`config.mk`:
```
export PLATFORM = sky130hd
export DESIGN_NAME = hall_input_filter
export DESIGN_NICKNAME = d
export VERILOG_FILES = /design/src/rtl/hall_input_filter.sv
export SDC_FILE = /design/constraint.sdc
export NUM_CORES = 1
export LEC_CHECK = 0
export BUFFER_PORTS_ARGS = -buffer_cell sky130_fd_sc_hd__buf_2
export CAP_MARGIN = 15
export CORE_ASPECT_RATIO = 0.8
export CORE_UTILIZATION = 33
export CTS_CLUSTER_DIAMETER = 50
export DETAILED_ROUTE_END_ITERATION = 10
export HOLD_SLACK_MARGIN = 0.15
export MAX_ROUTING_LAYER = met4
export SYNTH_ARGS = -nofsm -noshare
export SYNTH_HDL_FRONTEND = slang
export SYNTH_SLANG_ARGS = --single-unit
```
`constraint.sdc`:
```
create_clock -name sys_clk -period 2.4 [get_ports sys_clk]
set_clock_uncertainty 0.05 [all_clocks]
set_input_delay 0.12 -clock sys_clk [delete_from_list [all_inputs] [get_ports sys_clk]]
set_output_delay 0.12 -clock sys_clk [all_outputs]
set_load 0.01 [all_outputs]
```
`src/rtl/hall_input_filter.sv`:
```
// Hall sensor input conditioning: two-flop synchroniser, glitch filter, illegal-code and skip detection.
// Optional stall detection is enabled by defining HALL_FILTER_STALL_DETECT_EN.

package hall_input_filter_pkg;
    typedef logic [2:0] hall_states_t;
endpackage

module hall_input_filter
    import hall_input_filter_pkg::*;
#(
    parameter int unsigned clk_freq_hz   = 54_000_000,
    parameter int unsigned filter_cycles = 16,
    parameter int unsigned stall_cycles  = clk_freq_hz / 10
) (
    input  logic         sys_clk,
    input  logic         reset,
    input  logic [2:0]   hall_raw,
    output hall_states_t hall_values,
    output logic         hall_changed,
    output logic         hall_error,
    output logic         hall_skip,
    output logic         hall_stall
);

    localparam int unsigned cnt_w = $clog2(filter_cycles) + 1;
    localparam logic [cnt_w-1:0] cnt_max = cnt_w'(filter_cycles - 1);

    function automatic logic code_valid(input logic [2:0] code);
        return (code != 3'b000) && (code != 3'b111);
    endfunction

    function automatic logic [1:0] popcount3(input logic [2:0] v);
        return {1'b0, v[0]} + {1'b0, v[1]} + {1'b0, v[2]};
    endfunction

    logic [2:0]       s1_r;
    logic [2:0]       s2_r;
    logic [2:0]       candidate_r;
    logic [cnt_w-1:0] stable_cnt_r;
    logic             primed_r;
    logic [cnt_w-1:0] cnt_inc_s;
    logic             commit_s;
    logic             skip_s;

    // Commit decision: a stable candidate commits when its count reaches the threshold on this edge.
    always_comb begin
        cnt_inc_s = stable_cnt_r;
        commit_s  = 1'b0;
        skip_s    = 1'b0;
        if (stable_cnt_r != cnt_max) begin
            cnt_inc_s = stable_cnt_r + cnt_w'(1);
        end else begin
            cnt_inc_s = stable_cnt_r;
        end
        if (s2_r == candidate_r) begin
            commit_s = (cnt_inc_s == cnt_max) && ((candidate_r != hall_values) || !primed_r);
        end else begin
            commit_s = 1'b0;
        end
        skip_s = primed_r && code_valid(hall_values) && code_valid(candidate_r)
                 && (popcount3(hall_values ^ candidate_r) > 2'd1);
    end

    // Synchroniser, filter state and committed outputs.
    always_ff @(posedge sys_clk) begin
        if (reset) begin
            s1_r         <= 3'b000;
            s2_r         <= 3'b000;
            candidate_r  <= 3'b000;
            stable_cnt_r <= {cnt_w{1'b0}};
            primed_r     <= 1'b0;
            hall_values  <= 3'b000;
            hall_changed <= 1'b0;
            hall_error   <= 1'b0;
            hall_skip    <= 1'b0;
        end else begin
            s1_r         <= hall_raw;
            s2_r         <= s1_r;
            hall_changed <= 1'b0;
            hall_skip    <= 1'b0;
            // A fresh input level always restarts filtering, even on an edge that would have committed.
            if (s2_r != candidate_r) begin
                candidate_r  <= s2_r;
                stable_cnt_r <= {cnt_w{1'b0}};
            end else begin
                stable_cnt_r <= cnt_inc_s;
                if (commit_s) begin
                    hall_values  <= candidate_r;
                    primed_r     <= 1'b1;
                    hall_changed <= 1'b1;
                    hall_error   <= !code_valid(candidate_r);
                    hall_skip    <= skip_s;
                end
            end
        end
    end

`ifdef HALL_FILTER_STALL_DETECT_EN
    localparam int unsigned stall_w = $clog2(stall_cycles + 1);
    localparam logic [stall_w-1:0] stall_max = stall_w'(stall_cycles);

    logic [stall_w-1:0] stall_cnt_r;
    logic [stall_w-1:0] stall_inc_s;

    // Saturating increment of the time-since-commit counter.
    always_comb begin
        stall_inc_s = stall_cnt_r;
        if (stall_cnt_r != stall_max) begin
            stall_inc_s = stall_cnt_r + stall_w'(1);
        end else begin
            stall_inc_s = stall_cnt_r;
        end
    end

    // Stall counter and flag; every commit restarts the count.
    always_ff @(posedge sys_clk) begin
        if (reset || ((s2_r == candidate_r) && commit_s)) begin
            stall_cnt_r <= {stall_w{1'b0}};
            hall_stall  <= 1'b0;
        end else if (primed_r) begin
            stall_cnt_r <= stall_inc_s;
            hall_stall  <= (stall_inc_s == stall_max);
        end
    end
`else
    assign hall_stall = 1'b0;
`endif

endmodule

```
==> results.md <==
- Final setup fails: 0
- Clk_lat worst skew: 0.31 ns
- Post-Syn Nets: 97
- Endpoints failing hold: 0
- Slew Limit Fails: 0
- Routed WL per cell: 10.55 um
- Yosys reg bits: 21
- Port Buf Inserts: 10
- Vias in the first global route: 609
- Worst slew margin: 0.6622
- Worst-path clk slew: 0.11 ns
- Met2 usage: 0.1850
- Initial antenna violation count: 0
- Post-synth EDFFs: 0
- Max VDD drop: 0.3361 mV
- Tmin final: 1.890 ns
- Post-synth top flop: dfxtp_1
- Yosys cell types: 32
- GRT Overall Usage: 0.1276
- # fillers: 271
- Final instance area: 1070 sq um
- LEAKAGE: 0.0004581 uW
- Setup TNS: 0 ns
- Synth area leaders: dfxtp_1 46%, nor2b_1 6.2%, xor2_1 5.8%, mux2i_1 5.5%, nand2b_1 4.1%
- Hpwl dp: 1.013 mm
- Crit end category: flop
- Routed wire length: 1.509 mm
- Worst-margin pin slew: 0.5029 ns
- Gate Count Post-Synth: 90
- Area fraction of the dominant cell type after synthesis: 0.4647
- CTS sink cnt: 21
- Final ANT Viol Nets: 0
- Pwr per Cell Area: 541.9 nW/um^2
- Via count: 663
- Critical Path Fanout Max: 5
- Fraction of registers with async set/reset: 0
- Arr. time, crit path: 2.09 ns
- Vias/cell: 4.636
- Diodes inserted: 0
- Max H-tree Level: 1
- GR Util met1: 0.1567
- Synth cell count leaders: 21 x dfxtp_1, 9 x nor2b_1, 6 x nand2b_1, 6 x xor2_1, 5 x mux2i_1
- P&R area growth vs syn: 18.26%
- Placement Rows: 16
- Mapped cell area: 904.6 sq um
- Num CTS Buffers: 3
- RSZ-0062 raised after global routing: no
- Placed Area: 973.4 sq um
- Die area: 2956 sq um
- Max_cap viols: 0
- Met3 GRT Util: 0.05570
- HP Class: reg2reg
- Yosys warning count: 0
- Post-CTS sizing: 0
- First-pass GRT wire length: 2.677 mm
- Most crowded layer after global routing: met2
- Final period util: 0.7876
- Core Area: 2522 sq um
- CTS Root Cell: clkbuf_4
- Seq/Total Area, Yosys: 0.4647
- Critical Path RT: 2.60 ns
- Clk buf depth: 2
- Detailed Routing Iterations Pass 1: 4
- Chip width: 60.54 um
- Remaining DRCs: 0
- IO Count: 12
- Register Area: 420.4 sq um
- Most numerous cell in the Yosys netlist: dfxtp_1
- GRT Residual Overflow: 0
- Share of layout cells above drive strength 1: 0.1495
- Largest net degree at the start of global routing: 21
- Post-synth top area cell: dfxtp_1
- Area of the multi-input gates: 446.7 sq um
- Final Wtd Congestion: 0.6939
- Crit start category: flop
- Nets: 115
- Initial Util: 0.3586
- Critical path class: reg2reg
- Starting DRT DRC Count: 43
- Fmax: 529.0 MHz
- Syn avg cell area: 10.05 sq um
- Outcome: complete, no violations
- Die H: 48.83 um
- CTS tree: yes
==> cells in the final DEF (no fill, tap or decap), types with 2 or more instances in the layout <==
cell type	count
nand2b_1	6
nor3_1	4
a21oi_1	3
inv_1	3
nand2_1	3
mux2i_1	5
buf_2	10
clkbuf_4	3
dfxtp_1	21
dlygate4sd3_1	7
nor2_1	4
xnor2_1	2
nor2b_1	9
xor2_1	6
ha_1	2
nand3_1	2
==> cell type report <==
type / instances / area share
clock buffers: 4 / 0.02456
inverters: 3 / 0.01053
well taps: 36 / 0.04211
multi-input cells: 62 / 0.4175
flip-flops and latches: 21 / 0.3930
repair buffers: 17 / 0.1123
==> through the flow <==
step                        util  total power (uW)  setup WS, ns  hold slack [ns]  cells
final                     0.4241             579.7        0.5096           0.4012    143
after global routing      0.4241             615.6        0.3673           0.4190    143
after CTS                 0.4241             587.9        0.5176           0.4076    143
after detailed placement  0.3859             410.1        0.5755           0.2845    132
after global placement    0.3859             408.5        0.6625           0.2771    132
after floorplan                -             401.6        0.6970           0.1982     90
==> power breakdown <==
part / total, uW / switching [uW] / internal (uW)
combinational: 45.5 / 21.2 / 24.3
clock: 169 / 104 / 64.9
sequential: 366 / 7.93 / 358
total: 580 / 133 / 447
==> timing repair <==
item	in CTS	in global routing
hold endpoints to repair	12	0
setup buffers	0	0
hold buffers	7	0
==> registers in the layout, indices dropped and copies added, names as in the netlist <==
name	count
stable_cnt_r	5
primed_r	1
s2_r	3
candidate_r	3
s1_r	3
hall_skip	1
hall_error	1
hall_values	3
hall_changed	1
==> per-layer routing <==
| metal | share of wire | up-vias |
|---|---|---|
| met2 | 0.46 | 14 |
| met4 | 0.0086 | 0 |
| met3 | 0.048 | 2 |
| met1 | 0.48 | 309 |
| li1 | - | 338 |
| met5 | 0 | - |
==> cell families (layout without fill, tap and decap cells) <==
family	after synthesis	count (layout)	share of synthesized area
AOI/OAI and AO/OA	7	7	0.06085
xor gates and xnor gates	8	8	0.07746
adders and majority gates	2	2	0.02766
buffers and inverters	7	24	0.04150
DFF	21	21	0.4647
muxes	5	5	0.05533
other	1	1	0.004145
and+or+nand+nor	39	39	0.2683
==> worst max-delay path, stage by stage (launching register included) <==
cell      delay [ns]
dfxtp_1         0.42
ha_1            0.25
nand4b_1        0.26
mux2i_1         0.33
and4_4          0.32
mux2i_1         0.18
==> final timing paths <==
kind / slack [ns] / cells after the start / from / to
worst max-delay path: 0.51 / 5 / stable_cnt_r[0]$_SDFF_PP0_ / hall_values[0]$_SDFFE_PP0P_
worst min-delay path: 0.40 / 1 / s1_r[0]$_SDFF_PP0_ / s2_r[0]$_SDFF_PP0_
worst max register to register: 0.51 / 5 / stable_cnt_r[0]$_SDFF_PP0_ / hall_values[0]$_SDFFE_PP0P_
worst min register to register: 0.40 / 1 / s1_r[0]$_SDFF_PP0_ / s2_r[0]$_SDFF_PP0_
Power figures use the tool's default switching activity.
